$ cat config.mk
export PLATFORM = sky130hd
export DESIGN_NAME = retraso_pulso_multi
export DESIGN_NICKNAME = d
export VERILOG_FILES = /design/src/rtl/retraso_pulso_multi.sv
export SDC_FILE = /design/constraint.sdc
export NUM_CORES = 1
export LEC_CHECK = 0
export CELL_PAD_IN_SITES_DETAIL_PLACEMENT = 1
export CELL_PAD_IN_SITES_GLOBAL_PLACEMENT = 2
export CORE_UTILIZATION = 30
export DETAILED_ROUTE_END_ITERATION = 10
export HOLD_SLACK_MARGIN = 0.08
export PLACE_DENSITY = 0.75
export REMOVE_ABC_BUFFERS = 1
export SYNTH_ARGS = -nofsm -noshare
export SYNTH_HDL_FRONTEND = slang
export SYNTH_SLANG_ARGS = --single-unit
export TNS_END_PERCENT = 20
$ cat constraint.sdc
create_clock -name clk_i -period 3.8 [get_ports clk_i]
set_clock_uncertainty 0.1 [all_clocks]
set_input_delay 0.76 -clock clk_i [delete_from_list [all_inputs] [get_ports clk_i]]
set_output_delay 0.76 -clock clk_i [all_outputs]
set_load 0.01 [all_outputs]
$ cat src/rtl/retraso_pulso_multi.sv
// Multi-channel falling-edge pulse delayer: delay D, then an active-low pulse of width W.
// Optional retrigger during the delay phase: define RETRASO_REDISPARO_EN.
module retraso_pulso_multi #(
  parameter int N_CH  = 2,
  parameter int CNT_W = 4
) (
  input  logic             clk_i,
  input  logic             rst_ni,
  input  logic             enable_i,
  input  logic [N_CH-1:0]  pulso_i,
  input  logic [CNT_W-1:0] retardo_i,
  input  logic [CNT_W-1:0] ancho_i,
  output logic [N_CH-1:0]  pulso_retrasado_o,
  output logic [N_CH-1:0]  ocupado_o
);

  typedef enum logic [1:0] {
    IDLE,
    RETRASO,
    ACTIVO
  } estado_t;

  localparam logic [CNT_W-1:0] UNO = CNT_W'(1);

  logic [N_CH-1:0]  pulso_q;
  logic             listo_q;
  logic [CNT_W-1:0] carga_d;
  logic [CNT_W-1:0] ancho_ef;

  // Zero delay/width behave as one cycle.
  assign carga_d  = (retardo_i == '0) ? '0 : retardo_i - UNO;
  assign ancho_ef = (ancho_i == '0) ? UNO : ancho_i;

  // listo_q masks the first cycle after reset so a held-low input is not an edge.
  always_ff @(posedge clk_i or negedge rst_ni) begin
    if (!rst_ni) begin
      pulso_q <= '1;
      listo_q <= 1'b0;
    end else begin
      pulso_q <= pulso_i;
      listo_q <= 1'b1;
    end
  end

  for (genvar g = 0; g < N_CH; g++) begin : g_canal
    estado_t          est_q, est_d;
    logic [CNT_W-1:0] cnt_q, cnt_d;
    logic [CNT_W-1:0] ancho_q, ancho_d;
    logic             flanco;
    logic             sal_q;
    logic             ocu_q;

    assign flanco = listo_q & pulso_q[g] & ~pulso_i[g];

    always_comb begin
      est_d   = est_q;
      cnt_d   = cnt_q;
      ancho_d = ancho_q;
      if (!enable_i) begin
        est_d = IDLE;
        cnt_d = '0;
      end else begin
        unique case (est_q)
          IDLE: begin
            if (flanco) begin
              est_d   = RETRASO;
              cnt_d   = carga_d;
              ancho_d = ancho_ef;
            end
          end
          RETRASO: begin
`ifdef RETRASO_REDISPARO_EN
            if (flanco) begin
              cnt_d   = carga_d;
              ancho_d = ancho_ef;
            end else
`endif
            if (cnt_q != '0) begin
              cnt_d = cnt_q - UNO;
            end else begin
              est_d = ACTIVO;
              cnt_d = ancho_q - UNO;
            end
          end
          ACTIVO: begin
            if (cnt_q != '0) begin
              cnt_d = cnt_q - UNO;
            end else begin
              est_d = IDLE;
            end
          end
          default: begin
            est_d = IDLE;
            cnt_d = '0;
          end
        endcase
      end
    end

    always_ff @(posedge clk_i or negedge rst_ni) begin
      if (!rst_ni) begin
        est_q   <= IDLE;
        cnt_q   <= '0;
        ancho_q <= '0;
        sal_q   <= 1'b1;
        ocu_q   <= 1'b0;
      end else begin
        est_q   <= est_d;
        cnt_q   <= cnt_d;
        ancho_q <= ancho_d;
        sal_q   <= (est_d != ACTIVO);
        ocu_q   <= (est_d != IDLE);
      end
    end

    assign pulso_retrasado_o[g] = sal_q;
    assign ocupado_o[g]         = ocu_q;
  end

endmodule

== Word-level counts from Yosys, hierarchy flattened ==
Cells that the tools add are included.

* Register bits after elaboration: 27
* Bits in latches: 0
* Memory bits (writable): 0
* ROM bits: 0
* Input bits: 13
* Output and inout bits: 4
* Word-level logic and storage cells: 67
* Memories: 0

* $add $sub $neg: 5
* Multipliers: 0
* Div/mod/pow operators: 0
* Magnitude comparators: 0
* Equal/unequal tests: 10
* Shifts and indexed selects: 0
* Mux-type cells: 22
* Bitwise gates (word level): 6
* Reductions and logical operators: 12

{| class="wikitable"
|+ Operators with widths
! kind !! count
|-
| $mux 4 || 10
|-
| $pmux 4 s3 || 2
|-
| $sub 4x1->4 const B || 5
|-
| $mux 2 || 8
|-
| $ne 3x3->1 const B || 4
|-
| $pmux 2 s3 || 2
|-
| $logic_not 4->1 || 2
|-
| $reduce_bool 4->1 || 2
|-
| $reduce_and 3->1 || 2
|-
| $and 1x1->1 || 4
|-
| $eq 2x1->1 const B || 2
|-
| $eq 2x2->1 const B || 2
|-
| $logic_not 2->1 || 2
|-
| $ne 2x2->1 const B || 2
|-
| $reduce_and 2->1 || 2
|-
| $reduce_bool 2->1 || 2
|-
| $not 1->1 || 2
|}

== Longest topological paths before layout ==
* Word-level depth: 6
* Mapped depth: 7
* Gate-level depth less buffers: 7

== Worst setup path after synthesis ==
Ideal clock, no wire load.

* Path kind: in2reg
* Start point: in enable_i
* End point: reg g_canal[1].ancho_q[1]
* Setup time: 125 ps
* Arrival: 1875 ps
* Data required time: 3575 ps
* Slack: 1700 ps
* Stages: 5
* Path buffers: 2
* Path through: buf_4 -> inv_4 -> or4_4 -> buf_6 -> mux2_4

* Word-level cells in the longest chain between the ends: 1

{| class="wikitable"
|+ Ends and longest elaborated chain
! item !! line !! RTL
|-
| from (decl) || 9 || <nowiki>input logic enable_i,</nowiki>
|-
| $reduce_and 3->1 (no line) || -- ||
|-
| to (signal assigned) || 110 || <nowiki>ancho_q <= ancho_d;</nowiki>
|-
| to (decl) || 48 || <nowiki>logic [CNT_W-1:0] ancho_q, ancho_d;</nowiki>
|}

No other way between the ends.
A chain may end at the register's enable or synchronous reset.

== Worst setup path after layout ==
* Start point: in enable_i
* End point: reg g_canal[0].ancho_q[2]

* Word-level cells in the longest chain between the ends: 1

{| class="wikitable"
|+ Ends and longest elaborated chain
! item !! line
|-
| $reduce_and 3->1 (no line) || --
|-
| to (signal assigned) || 110
|-
| to (decl) || 48
|}

No other way between the ends.

==> summary.md <==
| Metric | Value |
|---|---|
| Post-synth ARST share | 1.00 |
| Residual DRC | 0 |
| Synthesized cell area | about 1700 um^2 |
| 1st-iter DRT viols | 101 |
| Yosys cell types | 52 |
| Die width | 77.9 um |
| Port bufs | 16 |
| Ports | 17 |
| Hold Vio Cnt, Final | 0 |
| Avg WL per Cell | 16.1 um |
| CTS Buffer Depth | 2 |
| Synth top area share | 0.333 |
| Most common cell after layout, fill and taps aside | dfrtp_1 |
| H-Tree Depth | 1 |
| Worst Hold End | g_canal[0].ancho_q[3]$_DFFE_PN0P_ |
| Final Net Count | 214 |
| Clock Latency Late Sink | 0.27 ns |
| Max-slew violation count | 0 |
| Logic pwr share | 0.291 |
| Initial Utilization | 0.312 |
| Mean post-synth cell area | 9.30 um^2 |
| Max VDD drop | 0.158 mV |
| CORE AREA | 5540 um^2 |
| Status | complete, no violations |
| Max cap viols | 0 |
| Tot GR Track Use | 0.156 |
| Internal cell power | 0.000503 W |
| Dominant cells by area after synthesis | dfrtp_1, dfstp_2, ha_1 |
| Minimum clock period | 2.50 ns |
| Ant diodes | 0 |
| Clock slew at reported path FFs | 0.09 ns |
| Core Util, Final | 0.353 |
| CTS sink cnt | 27 |
| Post-CTS Setup Bufs | 0 |
| CTS Buf Count | 3 |
| Placed cell areas | 1910 um^2 |
| Grt ovf | 0 |
| Worst slack, placed | 1.00 ns |
| Final Cycle Share | 0.658 |
| Post-cts gate resize count | 0 |
| CTS root buffer | clkbuf_8 |
| Layout cell share with drive strength beyond 1 | 0.0979 |
| Hold_buf cts | 0 |
| Via-per-instance ratio | approximately 5.3 |
| Synth Warn # | 0 |
| RSZ-0062 raised after global routing | false |
| Initial antenna violation count | 0 |
| Setup TNS | 0 ns |
| First-pass GRT wire length | 7300 um |
| Worst Max-Slew Pin Slew | 0.526 ns |
| Psw | 0.000241 W |
| Final setup fails | 0 |
| Design area | 1950 um^2 |
| Primary FF master, synth | dfrtp_1 |
| Reg2reg path depth | 7 |
| Crit path kind | in2reg |
| Synthesis-to-finish area growth | 13.0% |
| Worst hold slack | roughly 0.44 ns |
| Relative slew slack | 0.648 |
| HPWL after DPL | around 3300 um |
| Die Area | 6070 um^2 |
| Worst min-delay path class | reg2reg |
| Die Ht | approximately 78 um |
| Std-Cell Rows | 27 |
| CP max FO | 9 |
| Net Sw Frac | 0.324 |
| CP arrival | roughly 2.6 ns |
| Pleak | between 0.8 and 0.9 nW |
| Crit path required time | 3.86 ns |
| Vias in the first global route | 1457 |
| FMAX | 400 MHz |
| Largest net degree at the start of global routing | 28 |
| CP endpoint kind | flop |
| Worst Hold Launch | g_canal[0].ancho_q[3]$_DFFE_PN0P_ |
| EDFF count, synth | 0 |
| Commonest cells after routing, fill and taps aside | dfrtp_1, clkdlybuf4s50_1, inv_1, a21oi_1 |
| Sequential share of power | 0.483 |
| Total number of vias | 1412 |
| Synth Register Bits | 27 |
| Cells after Synth | around 190 |
| Yosys top cell by area | dfrtp_1 |
| Share of total power in the clock network | 0.226 |
| Post-route setup slack | 1.30 ns |
| CTS tree | yes |
| Final ANT Viol Nets | 0 |
| Crit start category | primary input |
| Reg2Reg Capture Point | g_canal[1].cnt_q[1]$_DFFE_PN0P_ |
| Final WL | 4280 um |
| P per Cell Area | ~380 nW/um^2 |
| Hold Crit Depth | 1 |
| Seq/Total Area, Yosys | 0.394 |
| Drt first pass iters | 4 |
| Routability cong. | 0.809 |
| FF-to-FF Start | g_canal[1].cnt_q[0]$_DFFE_PN0P_ |
| R2R setup slack | 1.40 ns |
## state kept, by name (all words and copies together), names as in the netlist
register,count
g_canal.sal_q,2
g_canal.cnt_q,8
g_canal.ocu_q,2
g_canal.ancho_q,8
g_canal.est_q,4
pulso_q,2
listo_q,1
## synth_stat cells, types with 2 or more instances
master	instances
a21oi_1	13
a31oi_1	2
and3_1	2
buf_2	2
buf_4	5
clkbuf_1	5
dfrtp_1	23
dfstp_2	4
ha_1	6
inv_1	13
mux2_1	5
mux2_4	3
nand2_1	10
nand2b_1	4
nand3_1	2
nand3b_1	3
nor2_1	11
nor2b_1	3
nor3_1	8
nor3b_1	2
nor3b_2	2
o21a_1	3
o21ai_0	11
o21ai_1	5
o22ai_1	2
o31ai_1	5
or4_1	4
xor2_1	4
## routing by layer
layer	part of all wire	routed length (um)	up-vias	GRT usage
met5	0	0	-	0
met4	0.015	65	0	0.0556
met3	0.022	93	5	0.0212
met2	0.48	2060	18	0.250
met1	0.48	2060	718	0.214
li1	-	-	671	-
## power by group through the flow
stage	sequential [W]	clock (W)	combinational (W)
after floorplan	0.000354	0	0.000147
after global placement	0.000362	0	0.000209
after detailed placement	0.000365	0	0.000218
after CTS	0.000359	0.000176	0.000219
after global routing	0.000365	0.000186	0.000242
final	0.000360	0.000168	0.000217
## worst max-delay path by stage
stage	depth (start not counted)	to	start	slack [ns]
after global routing	4	g_canal[0].ancho_q[1]$_DFFE_PN0P_	enable_i	1.23
after global placement	4	g_canal[0].ancho_q[3]$_DFFE_PN0P_	enable_i	1.06
after detailed placement	4	g_canal[0].ancho_q[2]$_DFFE_PN0P_	enable_i	1.0
final	4	g_canal[0].ancho_q[2]$_DFFE_PN0P_	enable_i	1.30
after floorplan	7	g_canal[1].cnt_q[1]$_DFFE_PN0P_	g_canal[1].cnt_q[0]$_DFFE_PN0P_	1.76
after CTS	4	g_canal[0].ancho_q[2]$_DFFE_PN0P_	enable_i	1.30
## cell type report
class / instances / area [um^2]
multi-input combinational: 131 / 912
sequential: 27 / 681
fill: 656 / 3590
timing repair buffer: 17 / 168
tap: 72 / 90.1
clock buffer: 4 / 45.0
inverter: 15 / 58.8
## through the flow
step / std cells / total power (W)
6_report: 266 / 0.000744
5_1_grt: 266 / 0.000794
3_3_place_gp: 262 / 0.000571
2_1_floorplan: 173 / 0.000501
4_1_cts: 266 / 0.000754
3_5_place_dp: 262 / 0.000583
## worst max-delay path, cell delays in order
cell             delay, ns
clkdlybuf4s50_1       0.72
inv_4                 0.10
or4_1                 0.61
mux2_1                0.37
## cells by family after synthesis
logic type,count (synthesis),synth area share
AOI/OAI and AO/OA,49,0.174
xor gates and xnor gates,5,0.0253
adders and majority gates,6,0.0434
buffers and inverters,28,0.0789
DFF,27,0.394
muxes,10,0.0774
other,1,0.00217
and+or+nand+nor,60,0.205
Note: power is estimated with default switching activity, not from simulation.
